File: src/rtl/ex_div_pkg.sv
// rtl/ex_div_pkg.sv - shared encodings and constants for the EX-stage divider.
package ex_div_pkg;

    typedef enum logic [1:0] {
        DivFree   = 2'b00,
        DivByZero = 2'b01,
        DivOn     = 2'b10,
        DivEnd    = 2'b11
    } div_state_e;

    localparam logic DivStart          = 1'b1;
    localparam logic DivStop           = 1'b0;
    localparam logic DivResultReady    = 1'b1;
    localparam logic DivResultNotReady = 1'b0;

    localparam int DoubleRegBus = 64;

endpackage

File: src/rtl/ex_div_if.sv
// rtl/ex_div_if.sv - EX <-> divider request/result bundle; div_zero_o exists only with DIV_ZERO_FLAG_EN.
interface ex_div_if #(
    parameter int DATA_W = 32
);
    logic                  signed_div_i;
    logic [DATA_W-1:0]     opdata1_i;
    logic [DATA_W-1:0]     opdata2_i;
    logic                  start_i;
    logic                  annul_i;
    logic [2*DATA_W-1:0]   result_o;
    logic                  ready_o;
`ifdef DIV_ZERO_FLAG_EN
    logic                  div_zero_o;

    modport master (
        output signed_div_i, opdata1_i, opdata2_i, start_i, annul_i,
        input  result_o, ready_o, div_zero_o
    );
    modport slave (
        input  signed_div_i, opdata1_i, opdata2_i, start_i, annul_i,
        output result_o, ready_o, div_zero_o
    );
`else
    modport master (
        output signed_div_i, opdata1_i, opdata2_i, start_i, annul_i,
        input  result_o, ready_o
    );
    modport slave (
        input  signed_div_i, opdata1_i, opdata2_i, start_i, annul_i,
        output result_o, ready_o
    );
`endif
endinterface

File: src/rtl/ex_div_sign_fix.sv
// rtl/ex_div_sign_fix.sv - conditional two's-complement negate (div_sign_fix).
module ex_div_sign_fix #(
    parameter int WIDTH = 32
) (
    input  logic [WIDTH-1:0] data_i,
    input  logic             neg_i,
    output logic [WIDTH-1:0] data_o
);

    assign data_o = neg_i ? (~data_i + WIDTH'(1)) : data_i;

endmodule

File: src/rtl/ex_div.sv
// rtl/ex_div.sv - multi-cycle radix-2 restoring divider for DIV/DIVU.
// Optional divide-by-zero flag output enabled by DIV_ZERO_FLAG_EN.
module ex_div
    import ex_div_pkg::*;
#(
    parameter int DATA_W = 32
) (
    input  logic      clk,
    input  logic      rst,
    ex_div_if.slave   div_if
);

    localparam int CNT_W = $clog2(DATA_W) + 1;

    div_state_e          state_q;
    logic [CNT_W-1:0]    cnt_q;
    logic [DATA_W-1:0]   rem_q;
    logic [DATA_W-1:0]   dvd_q;
    logic [DATA_W-1:0]   dvs_q;
    logic                signed_q;
    logic                sign1_q;
    logic                sign2_q;
    logic [2*DATA_W-1:0] result_q;
    logic                ready_q;
`ifdef DIV_ZERO_FLAG_EN
    logic                div_zero_q;
`endif

    logic [DATA_W-1:0]   op1_abs;
    logic [DATA_W-1:0]   op2_abs;
    logic [DATA_W-1:0]   quo_fix;
    logic [DATA_W-1:0]   rem_fix;
    logic [DATA_W:0]     trial;

    ex_div_sign_fix #(.WIDTH(DATA_W)) u_abs1 (
        .data_i (div_if.opdata1_i),
        .neg_i  (div_if.signed_div_i & div_if.opdata1_i[DATA_W-1]),
        .data_o (op1_abs)
    );

    ex_div_sign_fix #(.WIDTH(DATA_W)) u_abs2 (
        .data_i (div_if.opdata2_i),
        .neg_i  (div_if.signed_div_i & div_if.opdata2_i[DATA_W-1]),
        .data_o (op2_abs)
    );

    ex_div_sign_fix #(.WIDTH(DATA_W)) u_fix_quo (
        .data_i (dvd_q),
        .neg_i  (signed_q & (sign1_q ^ sign2_q)),
        .data_o (quo_fix)
    );

    ex_div_sign_fix #(.WIDTH(DATA_W)) u_fix_rem (
        .data_i (rem_q),
        .neg_i  (signed_q & sign1_q),
        .data_o (rem_fix)
    );

    // The dividend register doubles as the quotient: each step shifts a
    // dividend bit out of the top and a quotient bit in at the bottom.
    assign trial = {rem_q, dvd_q[DATA_W-1]} - {1'b0, dvs_q};

    always_ff @(posedge clk or posedge rst) begin
        if (rst) begin
            state_q    <= DivFree;
            cnt_q      <= '0;
            rem_q      <= '0;
            dvd_q      <= '0;
            dvs_q      <= '0;
            signed_q   <= 1'b0;
            sign1_q    <= 1'b0;
            sign2_q    <= 1'b0;
            result_q   <= '0;
            ready_q    <= DivResultNotReady;
`ifdef DIV_ZERO_FLAG_EN
            div_zero_q <= 1'b0;
`endif
        end else begin
            case (state_q)
                DivFree: begin
                    if (div_if.start_i == DivStart && !div_if.annul_i) begin
                        if (div_if.opdata2_i == '0) begin
                            state_q <= DivByZero;
                        end else begin
                            state_q  <= DivOn;
                            dvd_q    <= op1_abs;
                            dvs_q    <= op2_abs;
                            signed_q <= div_if.signed_div_i;
                            sign1_q  <= div_if.opdata1_i[DATA_W-1];
                            sign2_q  <= div_if.opdata2_i[DATA_W-1];
                            cnt_q    <= '0;
                            rem_q    <= '0;
                        end
                    end
                end
                DivByZero: begin
                    state_q    <= DivEnd;
                    result_q   <= '0;
                    ready_q    <= DivResultReady;
`ifdef DIV_ZERO_FLAG_EN
                    div_zero_q <= 1'b1;
`endif
                end
                DivOn: begin
                    if (div_if.annul_i) begin
                        state_q  <= DivFree;
                        result_q <= '0;
                        ready_q  <= DivResultNotReady;
                    end else if (cnt_q != CNT_W'(DATA_W)) begin
                        if (trial[DATA_W]) begin
                            rem_q <= {rem_q[DATA_W-2:0], dvd_q[DATA_W-1]};
                        end else begin
                            rem_q <= trial[DATA_W-1:0];
                        end
                        dvd_q <= {dvd_q[DATA_W-2:0], ~trial[DATA_W]};
                        cnt_q <= cnt_q + CNT_W'(1);
                    end else begin
                        state_q  <= DivEnd;
                        result_q <= {rem_fix, quo_fix};
                        ready_q  <= DivResultReady;
                    end
                end
                DivEnd: begin
                    if (div_if.start_i == DivStop || div_if.annul_i) begin
                        state_q    <= DivFree;
                        result_q   <= '0;
                        ready_q    <= DivResultNotReady;
`ifdef DIV_ZERO_FLAG_EN
                        div_zero_q <= 1'b0;
`endif
                    end
                end
                default: state_q <= DivFree;
            endcase
        end
    end

    assign div_if.result_o   = result_q;
    assign div_if.ready_o    = ready_q;
`ifdef DIV_ZERO_FLAG_EN
    assign div_if.div_zero_o = div_zero_q;
`endif

endmodule

File: src/flat_wrapper.sv
// flat-port wrapper written by rule: the top's interface ports become plain ports
module ex_div_flat import ex_div_pkg::*;
#(
    parameter int DATA_W = 32
)
  (clk, rst, div_if_signed_div_i, div_if_opdata1_i, div_if_opdata2_i, div_if_start_i, div_if_annul_i, div_if_result_o, div_if_ready_o);
  ex_div_if #(.DATA_W(DATA_W)) div_if_i ();
  input  logic clk;
  input  logic rst;
  input wire logic [$bits(div_if_i.signed_div_i)-1:0] div_if_signed_div_i;
  input wire logic [$bits(div_if_i.opdata1_i)-1:0] div_if_opdata1_i;
  input wire logic [$bits(div_if_i.opdata2_i)-1:0] div_if_opdata2_i;
  input wire logic [$bits(div_if_i.start_i)-1:0] div_if_start_i;
  input wire logic [$bits(div_if_i.annul_i)-1:0] div_if_annul_i;
  output wire logic [$bits(div_if_i.result_o)-1:0] div_if_result_o;
  output wire logic [$bits(div_if_i.ready_o)-1:0] div_if_ready_o;
  assign div_if_i.signed_div_i = div_if_signed_div_i;
  assign div_if_i.opdata1_i = div_if_opdata1_i;
  assign div_if_i.opdata2_i = div_if_opdata2_i;
  assign div_if_i.start_i = div_if_start_i;
  assign div_if_i.annul_i = div_if_annul_i;
  assign div_if_result_o = div_if_i.result_o;
  assign div_if_ready_o = div_if_i.ready_o;
  ex_div #(.DATA_W(DATA_W)) u_core (.clk(clk), .rst(rst), .div_if(div_if_i));
endmodule
File: config.mk
export PLATFORM = sky130hd
export DESIGN_NAME = ex_div_flat
export DESIGN_NICKNAME = d
export VERILOG_FILES = /design/src/rtl/ex_div_pkg.sv /design/src/rtl/ex_div_if.sv /design/src/rtl/ex_div_sign_fix.sv /design/src/rtl/ex_div.sv /design/src/flat_wrapper.sv
export SDC_FILE = /design/constraint.sdc
export NUM_CORES = 1
export LEC_CHECK = 0
export CORE_UTILIZATION = 58
export DETAILED_ROUTE_END_ITERATION = 8
export HOLD_SLACK_MARGIN = 0.1
export PLACE_DENSITY = 0.82
export SETUP_SLACK_MARGIN = 0.5
export SLEW_MARGIN = 20
export SYNTH_ARGS = -nofsm -noshare
export SYNTH_HDL_FRONTEND = slang
export SYNTH_HIERARCHICAL = 1
export SYNTH_SLANG_ARGS = --single-unit
File: constraint.sdc
create_clock -name clk -period 8.9 [get_ports clk]
set_clock_uncertainty 0.2 [all_clocks]
set_input_delay 2.67 -clock clk [delete_from_list [all_inputs] [get_ports clk]]
set_output_delay 2.67 -clock clk [all_outputs]
set_load 0.01 [all_outputs]
==> results.ini, run 1 <==
[sta]
fmax_mhz=199
relSlewSlack_pct=27.8
rsz0062_at_grt=false
finalSetupViolations=0
finalHoldViolCount=0
tightest_slew_ns=1.08
drv_slew=0
fin_setup_tns_ns=0
finalCritPeriodShare_pct=56.5
period_needed_ns=5.03

[global_routing]
gr-total-overflow=0
antenna_found_initial=0
grt_pass1_vias=9843
grt_pass1_wl_um=49600
grt_max_degree=114
grtUsageTotal_pct=28.5

[setup_path]
crit_path_max_fanout=35
critPathCaptureType=register
required_ns=9.02
rr_startpoint=u_core/dvd_q[31]$_DFFE_PP0P_
cp-startpoint=div_if_opdata2_i[11]
cp-start-kind=input pin
path_class=input pin to register
r2r_setup_slack_ns=4.66
r2r_end=u_core/rem_q[23]$_DFFE_PP0P_
crit_arrival_ns=5.15
crit_end=u_core/sign2_q$_DFFE_PP0P_
rr_worst_depth=13

[synthesis]
synth_xor_area_share_pct=11.1
synth_warnings=6
ys_async_sr_fraction_pct=100
synth_ff_type=dfrtp_1
synth-compound-area-share_pct=20.1
synth.cell_area_mm2=0.0120
synth_top_family_by_area=simple AND/OR/NAND/NOR gates
synth_top_cell_area_share_pct=35.8
ys_ff_latch=172
yosysMostFrequentCell=nand2_1
synth_cell_types=67
synth_area_leaders=dfrtp_1 (36%), xnor2_1 (10%), nand2_1 (8.7%), o21ai_0 (6.7%), ha_1 (4.0%)
syn_area_per_cell_um2=8.52
synthMuxAreaShare_pct=2.69
synth-edff-count=0
synth_seq_area_share_pct=35.8
yosysTopAreaCell=dfrtp_1
synthAdderAreaFrac_pct=4.12
synthTopCellsByCount=nand2_1 (277), dfrtp_1 (172), o21ai_0 (160)
synth-simple-area-share_pct=21.8
synthCells=1410
synth_nets=1518

[power_and_ir_drop]
p_total_mw=4.01
power.density_mw_per_mm2=285
peakVddDrop_uv=230
p_leak_nw=5.48

[final_layout]
fin_nets=1610
drive_gt1_share_pct=6.93
syn2layout_area_growth_pct=17.1
final_util_pct=69.3
final_cell_area_mm2=0.0141
fillers=1586
diodes=0
stdcell_count=1785

[cts]
cts.sinks=172
cts.path.max_buffers=2
cts_tree=done
clk_pin_slew_worst_paths_ns=0.07
hold_buffers=0
cts_inserted_buffers=17
cts_resized=0
cts_setup_buffers=0
worst_skew_pair.late_latency_ns=0.43
cts_max_level=4
cts-root-buf=clkbuf_16

[die]
design.die.area_mm2=0.0213
core_mm2=0.0203
die_w_um=146
chipHeight_um=146
pin_count=134
num_rows=52
initial_core_util_pct=59.2

[placed_design]
dp_hpwl_um=21700
place_area_mm2=0.0135
port_buffers=133
dp_cells=1752
gp_congestion=0.892

[routing]
drtIter0Drc=1082
viasPerCell=6.03
drt-pass1-iter-count=6
drt-total-wl_um=29600
route.vias.total=10800
wl_per_cell_um=16.6
ant_nets=0
drcViolationCount=0

[worst_hold_path]
hp-class=register to register
worstHoldStart=u_core/div_if.result_o[60]$_DFFE_PP0P_

[job]
maxCapViolations=0

[run_status]
outcome=finished clean

-- how the worst min path moves through the flow --
stage | to | slack [ns] | cells after the start
4_1_cts | u_core/div_if.result_o[60]$_DFFE_PP0P_ | 0.29 | 2
3_3_place_gp | u_core/div_if.result_o[18]$_DFFE_PP0P_ | 0.26 | 2
3_5_place_dp | u_core/div_if.result_o[60]$_DFFE_PP0P_ | 0.27 | 2
5_1_grt | u_core/div_if.result_o[37]$_DFFE_PP0P_ | 0.30 | 2
2_1_floorplan | u_core/dvs_q[0]$_DFFE_PP0P_ | 0.25 | 2
6_report | u_core/div_if.result_o[60]$_DFFE_PP0P_ | 0.28 | 2
-- worst max-delay path: stages --
cell and delay (ns):
clkdlybuf4s50_1 0.54, nor4_1 0.36, nand4_1 0.23, o21ai_0 0.35, or3_2 0.60, mux2_2 0.40
-- through the flow --
step                      hold slack [ns]  setup WS, ns
after floorplan                     0.250          1.37
after global placement              0.262          3.09
after detailed placement            0.269          3.05
after CTS                           0.285          3.51
after global routing                0.304          3.60
final                               0.278          3.87
-- placed cells by master (no fill, tap or decap), drive strengths merged, types with 4 or more instances in the layout --
master	instances
nand2	278
o21ai	183
dfrtp	172
xnor2	137
clkdlybuf4s50	133
nor2	81
inv	67
ha	38
nor4	36
o41ai	36
o31ai	35
o22ai	33
a21oi	33
mux2i	30
nand4	19
nand3	19
clkbuf	17
nand2b	16
xor2	15
nor3	15
nor2b	11
a21o	10
a31oi	8
or2b	8
or3	8
buf	8
and2	8
and3	7
o211ai	5
clkinvlp	4
nand3b	4
nand4b	4
or2	4
a211oi	4
-- cell type report --
| type | instances | area (um2) | area share (%) |
|---|---|---|---|
| well taps | 270 | 338 | 2.40 |
| inverters | 58 | 225 | 1.60 |
| multi-input cells | 1112 | 7210 | 51.3 |
| repair buffers | 141 | 1410 | 10.0 |
| clock buffers | 17 | 425 | 3.02 |
| flip-flops and latches | 172 | 4300 | 30.6 |
| clock inverters | 15 | 149 | 1.06 |
-- sequential cells by signal, summed over array words and instances, names as in the netlist --
register and cells:
u_core/sign1_q 1, u_core/dvs_q 32, u_core/sign2_q 1, u_core/state_q 2
u_core/dvd_q 32, u_core/rem_q 32, u_core/cnt_q 6, u_core/signed_q 1
u_core/div_if.result_o 64, u_core/div_if.ready_o 1
-- power by group --
group	switching, mW	total (mW)	internal (mW)	leakage [nW]
Combinational	1.15	1.98	0.835	2.99
Sequential	0.275	1.31	1.04	2.22
Clock	0.348	0.722	0.374	0.271
Total	1.77	4.01	2.24	5.48
-- cell families after synthesis --
| family | count (synthesis) |
|---|---|
| adder cells (fa/ha/maj) | 39 |
| buffers and inverters | 126 |
| AO/OA/AOI/OAI | 369 |
| flip-flops | 172 |
| AND/OR/NAND/NOR | 520 |
| XOR/XNOR | 152 |
| multiplexers | 32 |
-- routing by layer --
| layer | vias to the layer above | global-route usage [%] | share of wire (%) |
|---|---|---|---|
| li1 | 5175 | - | - |
| met1 | 5110 | 43.4 | 47 |
| met2 | 443 | 42.3 | 44 |
| met3 | 32 | 4.01 | 7.2 |
| met4 | 0 | 7.16 | 1.4 |
| met5 | - | 0 | 0 |
No activity file was read; power rests on OpenSTA's default activity.
==> run 2: changes to the inputs <==
Clock period 8.9 ns to 4.7 ns, I/O delays scaled along.
==> results.ini, run 2 (same netlist as run 1, synthesis figures left out) <==
[run_status]
outcome=finished clean

[setup_path]
crit_path_max_fanout=24  ; -31%
cp-start-kind=register
required_ns=4.81  ; -4.21 ns
path_class=register to register
rr_worst_depth=14  ; +1
crit_arrival_ns=4.10  ; -1.05 ns
critPathCaptureType=register

[final_layout]
final_cell_area_mm2=0.0142  ; +1.0%
final_cell_mix=nand2_1 (277), dfrtp_1 (172), o21ai_0 (160)
diodes=0  ; unchanged
fillers=1622  ; +2.3%
largest_reg_flops=64  ; unchanged
stdcell_count=1794  ; +0.50%
drive_gt1_share_pct=7.35  ; +0.42 points
final_common_cell=nand2_1
syn2layout_area_growth_pct=18.3
fin_nets=1619  ; +0.56%

[die]
chipHeight_um=146  ; unchanged
initial_core_util_pct=59.2  ; unchanged
pin_count=134  ; unchanged
design.die.area_mm2=0.0213  ; unchanged
die_w_um=146  ; unchanged
core_mm2=0.0203  ; unchanged
num_rows=52  ; unchanged

[routing]
wl_met3_um=1970  ; -6.9%
route.vias.total=10700  ; -0.85%
drtIter0Drc=904  ; -16%
viasPerCell=5.95  ; -1.3%
ant_nets=0  ; unchanged
dr_wl_met2_um=13100  ; +0.70%
wl_per_cell_um=16.7  ; +0.70%
drcViolationCount=0  ; unchanged
routed.top_layer=met4
met1_length_um=14500  ; +2.9%
drt-total-wl_um=30000  ; +1.2%
drt-pass1-iter-count=5  ; -1

[cts]
hold_buffers=0  ; unchanged
cts_tree=done
worst_skew_pair.late_latency_ns=0.44  ; about the same
cts_setup_buffers=0  ; unchanged
cts-root-buf=clkbuf_16
cts.sinks=172  ; unchanged
clk_pin_slew_worst_paths_ns=0.07  ; about the same
cts_inserted_buffers=17  ; unchanged
cts_resized=0  ; unchanged
cts_max_level=4  ; unchanged
cts.path.max_buffers=2  ; unchanged

[power_and_ir_drop]
p_total_mw=7.66  ; +91%
peakVddDrop_uv=370  ; +61%
p_leak_nw=5.57  ; +1.6%
power.density_mw_per_mm2=539  ; +89%

[sta]
fin_setup_tns_ns=0  ; unchanged
tightest_slew_ns=1.07  ; -0.00978 ns
setup_slack_ns=0.708  ; -3.16 ns
finalHoldViolCount=0  ; unchanged
finalSetupViolations=0  ; unchanged
drv_slew=0  ; unchanged
rsz0062_at_grt=false
fmax_mhz=250
relSlewSlack_pct=28.5  ; +0.65 points
finalCritPeriodShare_pct=84.9
period_needed_ns=3.99

[global_routing]
grt_pass1_vias=9781  ; -0.63%
grtUsageTotal_pct=28.7  ; +0.26 points
grt_pass1_wl_um=49700  ; about the same
grt_max_degree=66  ; -42%
antenna_found_initial=0  ; unchanged
gr-total-overflow=0  ; unchanged

[worst_hold_path]
hp-class=register to register
min_path_cells=2  ; unchanged

[job]
maxCapViolations=0  ; unchanged

[placed_design]
gp_congestion=0.903  ; +1.2%
place_area_mm2=0.0136  ; +1.0%
dpl_worst_slack_ns=0.609  ; -2.44 ns
dp_cells=1762  ; +0.57%
dp_hpwl_um=22600  ; +3.9%
port_buffers=133  ; unchanged

==> run 2: final cells by class <==
class,count,area [um2],area share [%]
clock buffers,17,425,2.99
clock inverters,15,193,1.36
inverters,58,221,1.56
multi-input cells,1112,7210,50.7
flip-flops and latches,172,4300,30.3
well taps,270,338,2.38
repair buffers,150,1520,10.7
==> run 2: worst max-delay path: stages (launching register included) <==
cell       delay [ns]
dfrtp_1          0.39
inv_1            0.09
ha_1             0.19
inv_1            0.06
fa_1             0.42
a211oi_2         0.30
o211ai_2         0.12
a211o_2          0.35
and3_1           0.16
o2111ai_1        0.24
mux2i_1          0.41
nand2_4          0.32
buf_4            0.31
mux2i_1          0.19
o21ai_1          0.08
==> run 2: layer usage <==
layer	vias up	GRT usage, %
li1	5197	-
met2	415	43.0
met1	5015	43.4
met5	-	0
met4	0	7.32
met3	42	4.20
==> run 2: worst paths after layout <==
kind                                                           to                             startpoint  slack (ns)
max                                  u_core/rem_q[20]$_DFFE_PP0P_           u_core/dvd_q[31]$_DFFE_PP0P_        0.71
min                         u_core/div_if.result_o[8]$_DFFE_PP0P_  u_core/div_if.result_o[8]$_DFFE_PP0P_        0.28
max reg2reg                          u_core/rem_q[20]$_DFFE_PP0P_           u_core/dvd_q[31]$_DFFE_PP0P_        0.71
min reg2reg                 u_core/div_if.result_o[8]$_DFFE_PP0P_  u_core/div_if.result_o[8]$_DFFE_PP0P_        0.28
max in group asynchronous   u_core/div_if.result_o[8]$_DFFE_PP0P_                                    rst        2.19
min in group asynchronous  u_core/div_if.result_o[30]$_DFFE_PP0P_                                    rst        1.34
==> run 2: power breakdown <==
group          total (mW)  internal, mW  leakage [nW]  switching, mW
logic                3.72          1.58          3.04           2.14
clock network        1.45         0.773         0.304          0.678
registers            2.50          1.96          2.22          0.534
total                7.66          4.31          5.57           3.35
==> run 2: metrics by stage <==
| step | hold WS (ns) | util, % |
|---|---|---|
| after floorplan | 0.250 | - |
| after global placement | 0.262 | 67.0 |
| after detailed placement | 0.270 | 67.0 |
| after CTS | 0.287 | 70.0 |
| after global routing | 0.302 | 70.0 |
| final | 0.279 | 70.0 |
==> run 3: changes to the inputs <==
Clock period 4.7 ns to 3.8 ns, I/O delays scaled along.
==> results.ini, run 3 (same netlist as run 1, synthesis figures left out) <==
[setup_path]
cp_top_family=compound AO/OA/AOI/OAI gates
cp-start-kind=register
critPathMaxStageDelay_ns=0.40  ; -0.02 ns
crit_arrival_ns=3.61  ; -0.49 ns
rr_startpoint=u_core/dvd_q[31]$_DFFE_PP0P_
crit_top_cell=inv_2
crit_path_max_fanout=8  ; -67%
rr_worst_depth=14  ; unchanged
path_cells=inv_2, ha_4, inv_2, fa_2, a211oi_2, o211ai_2, a211o_2, and3_4, o2111ai_4, mux2i_4, nand2_8, clkbuf_16, mux2i_1, o21ai_1
slowest_stage=dfrtp_1
path_class=register to register
crit_buf_inv=3  ; unchanged
critPathCaptureType=register
r2r_end=u_core/rem_q[8]$_DFFE_PP0P_
r2r_setup_slack_ns=0.29  ; -0.42 ns
required_ns=3.90  ; -0.91 ns

[sta]
tightest_slew_ns=0.813  ; -0.260 ns
period_needed_ns=3.51  ; -0.483 ns
fin_setup_tns_ns=0  ; unchanged
relSlewSlack_pct=45.5  ; +17 points
fmax_mhz=285  ; +14%
finalCritPeriodShare_pct=92.3  ; +7.4 points
finalSetupViolations=0  ; unchanged
drv_slew=0  ; unchanged
rsz0062_at_grt=true
finalHoldViolCount=0  ; unchanged

[power_and_ir_drop]
p_leak_nw=5.86  ; +5.2%
power.density_mw_per_mm2=669  ; +24%
p_sw_mw=4.29  ; +28%
peakVddDrop_uv=492  ; +33%
p_int_mw=5.64  ; +31%
p_comb_share_pct=50.3  ; +1.8 points
p_sw_share_pct=43.2  ; -0.55 points
seqPwrFrac_pct=30.9  ; -1.7 points
p_total_mw=9.93  ; +30%
clkPwrFrac_pct=18.8  ; about the same

[routing]
route.vias.total=11100  ; +4.1%
wl_per_cell_um=17.3  ; +3.8%
drt-total-wl_um=32000  ; +6.8%
viasPerCell=6.02  ; +1.2%
drt-pass1-iter-count=5  ; unchanged
ant_nets=0  ; unchanged
drtIter0Drc=961  ; +6.3%
drcViolationCount=0  ; unchanged

[cts]
worst_skew_pair.late_latency_ns=0.43  ; about the same
cts-root-buf=clkbuf_16
cts.path.max_buffers=2  ; unchanged
cts.sinks=172  ; unchanged
clk_pin_slew_worst_paths_ns=0.07  ; about the same
hold_buffers=0  ; unchanged
cts_tree=done
cts_inserted_buffers=17  ; unchanged
cts_max_level=4  ; unchanged

[die]
num_rows=52  ; unchanged
chipHeight_um=146  ; unchanged
pin_count=134  ; unchanged
core_mm2=0.0203  ; unchanged
design.die.area_mm2=0.0213  ; unchanged
die_w_um=146  ; unchanged
initial_core_util_pct=59.2  ; unchanged

[global_routing]
gr-total-overflow=0  ; unchanged
grt_max_degree=119  ; +80%
antenna_found_initial=0  ; unchanged
grt_pass1_wl_um=51100  ; +2.8%
grtUsageTotal_pct=29.7  ; +0.97 points
grt_pass1_vias=9887  ; +1.1%

[worst_hold_path]
holdPathEnd=u_core/div_if.result_o[35]$_DFFE_PP0P_
hp-class=register to register
worstHoldStart=u_core/div_if.result_o[35]$_DFFE_PP0P_
min_path_cells=2  ; unchanged

[final_layout]
final_common_cell=nand2_1
drive_gt1_share_pct=11.6  ; +4.2 points
syn2layout_area_growth_pct=23.5
diodes=0  ; unchanged
final_cell_mix=nand2_1 (275), dfrtp_1 (171), o21ai_0 (157)
largest_reg_flops=64  ; unchanged
fin_nets=1670  ; +3.2%

[placed_design]
gp_congestion=0.931  ; +3.2%
dp_hpwl_um=23000  ; +1.9%
port_buffers=133  ; unchanged

[job]
maxCapViolations=0  ; unchanged

[run_status]
outcome=finished clean

-- run 3: cell count changes in the layout (fill, tap and decap cells not counted), moves of 3 or more --
| cell | change |
|---|---|
| nor4_1 | -3 |
| buf_6 | +3 |
| o21ai_1 | +3 |
| clkinv_8 | -3 |
| buf_4 | +41 |
| ha_1 | -4 |
| o21ai_0 | -3 |
| inv_8 | -4 |
| inv_6 | +4 |
| nor4_2 | +3 |
| buf_12 | +4 |
-- run 3: worst max path at each step --
stage	start	endpoint	slack, ns	depth (start not counted)
after floorplan	rst	u_core/cnt_q[0]$_DFFE_PP0P_	0.26	1
after global placement	div_if_opdata2_i[11]	u_core/dvd_q[30]$_DFFE_PP0P_	0.12	9
after detailed placement	div_if_opdata2_i[11]	u_core/dvd_q[23]$_DFFE_PP0P_	0.03	9
after CTS	u_core/dvd_q[31]$_DFFE_PP0P_	u_core/rem_q[19]$_DFFE_PP0P_	0.46	14
after global routing	u_core/dvd_q[31]$_DFFE_PP0P_	u_core/rem_q[8]$_DFFE_PP0P_	0.13	14
final	u_core/dvd_q[31]$_DFFE_PP0P_	u_core/rem_q[8]$_DFFE_PP0P_	0.29	14
-- run 3: tightest hold or removal path: stages (launching register included) --
cell and delay (ns):
dfrtp_1 0.35, nand2_1 0.05, o21ai_0 0.06
-- run 3: metrics by stage --
step | utilization [%] | setup slack (ns) | hold WS, ns | std cells | area (um2)
3_5_place_dp | 68.5 | 0.0338 | 0.269 | 1796 | 13900
4_1_cts | 72.2 | 0.456 | 0.286 | 1838 | 14700
6_report | 73.1 | 0.291 | 0.281 | 1845 | 14800
2_1_floorplan | - | 0.263 | 0.250 | 1410 | 12000
5_1_grt | 73.1 | 0.132 | 0.303 | 1845 | 14800
3_3_place_gp | 68.5 | 0.123 | 0.261 | 1796 | 13900
-- run 3: area by class of cell --
type	count	area, um2
multi-input combinational	1112	7330
fill	1488	5460
sequential	172	4310
timing repair buffer	201	2020
clock buffer	17	425
tap	270	338
inverter	58	221
clock inverter	15	196
-- run 3: routing by layer --
metal / GRT usage [%] / up-vias / share of wire (%)
met1: 44.8 / 5280 / 46
li1: - / 5300 / -
met5: 0 / - / 0
met2: 44.3 / 484 / 45
met4: 7.74 / 0 / 1.2
met3: 4.55 / 41 / 7.9
-- run 3: power groups by stage --
| stage | Sequential, mW | Clock (mW) | Combinational [mW] |
|---|---|---|---|
| after CTS | 3.05 | 1.88 | 4.80 |
| final | 3.07 | 1.87 | 5.00 |
| after global routing | 3.15 | 1.95 | 5.45 |
| after detailed placement | 3.08 | 0 | 4.70 |
| after global placement | 3.04 | 0 | 4.58 |
| after floorplan | 3.01 | 0 | 3.20 |
-- run 3: what timing repair did --
item | in CTS | in global routing
hold endpoints to repair | 0 | 0
endpoints found under the setup margin | 36 | 67
setup buffers | 9 | 5
gates resized for setup | 12 | 18
cloned | 1 | 2
pin swaps | 8 | 10
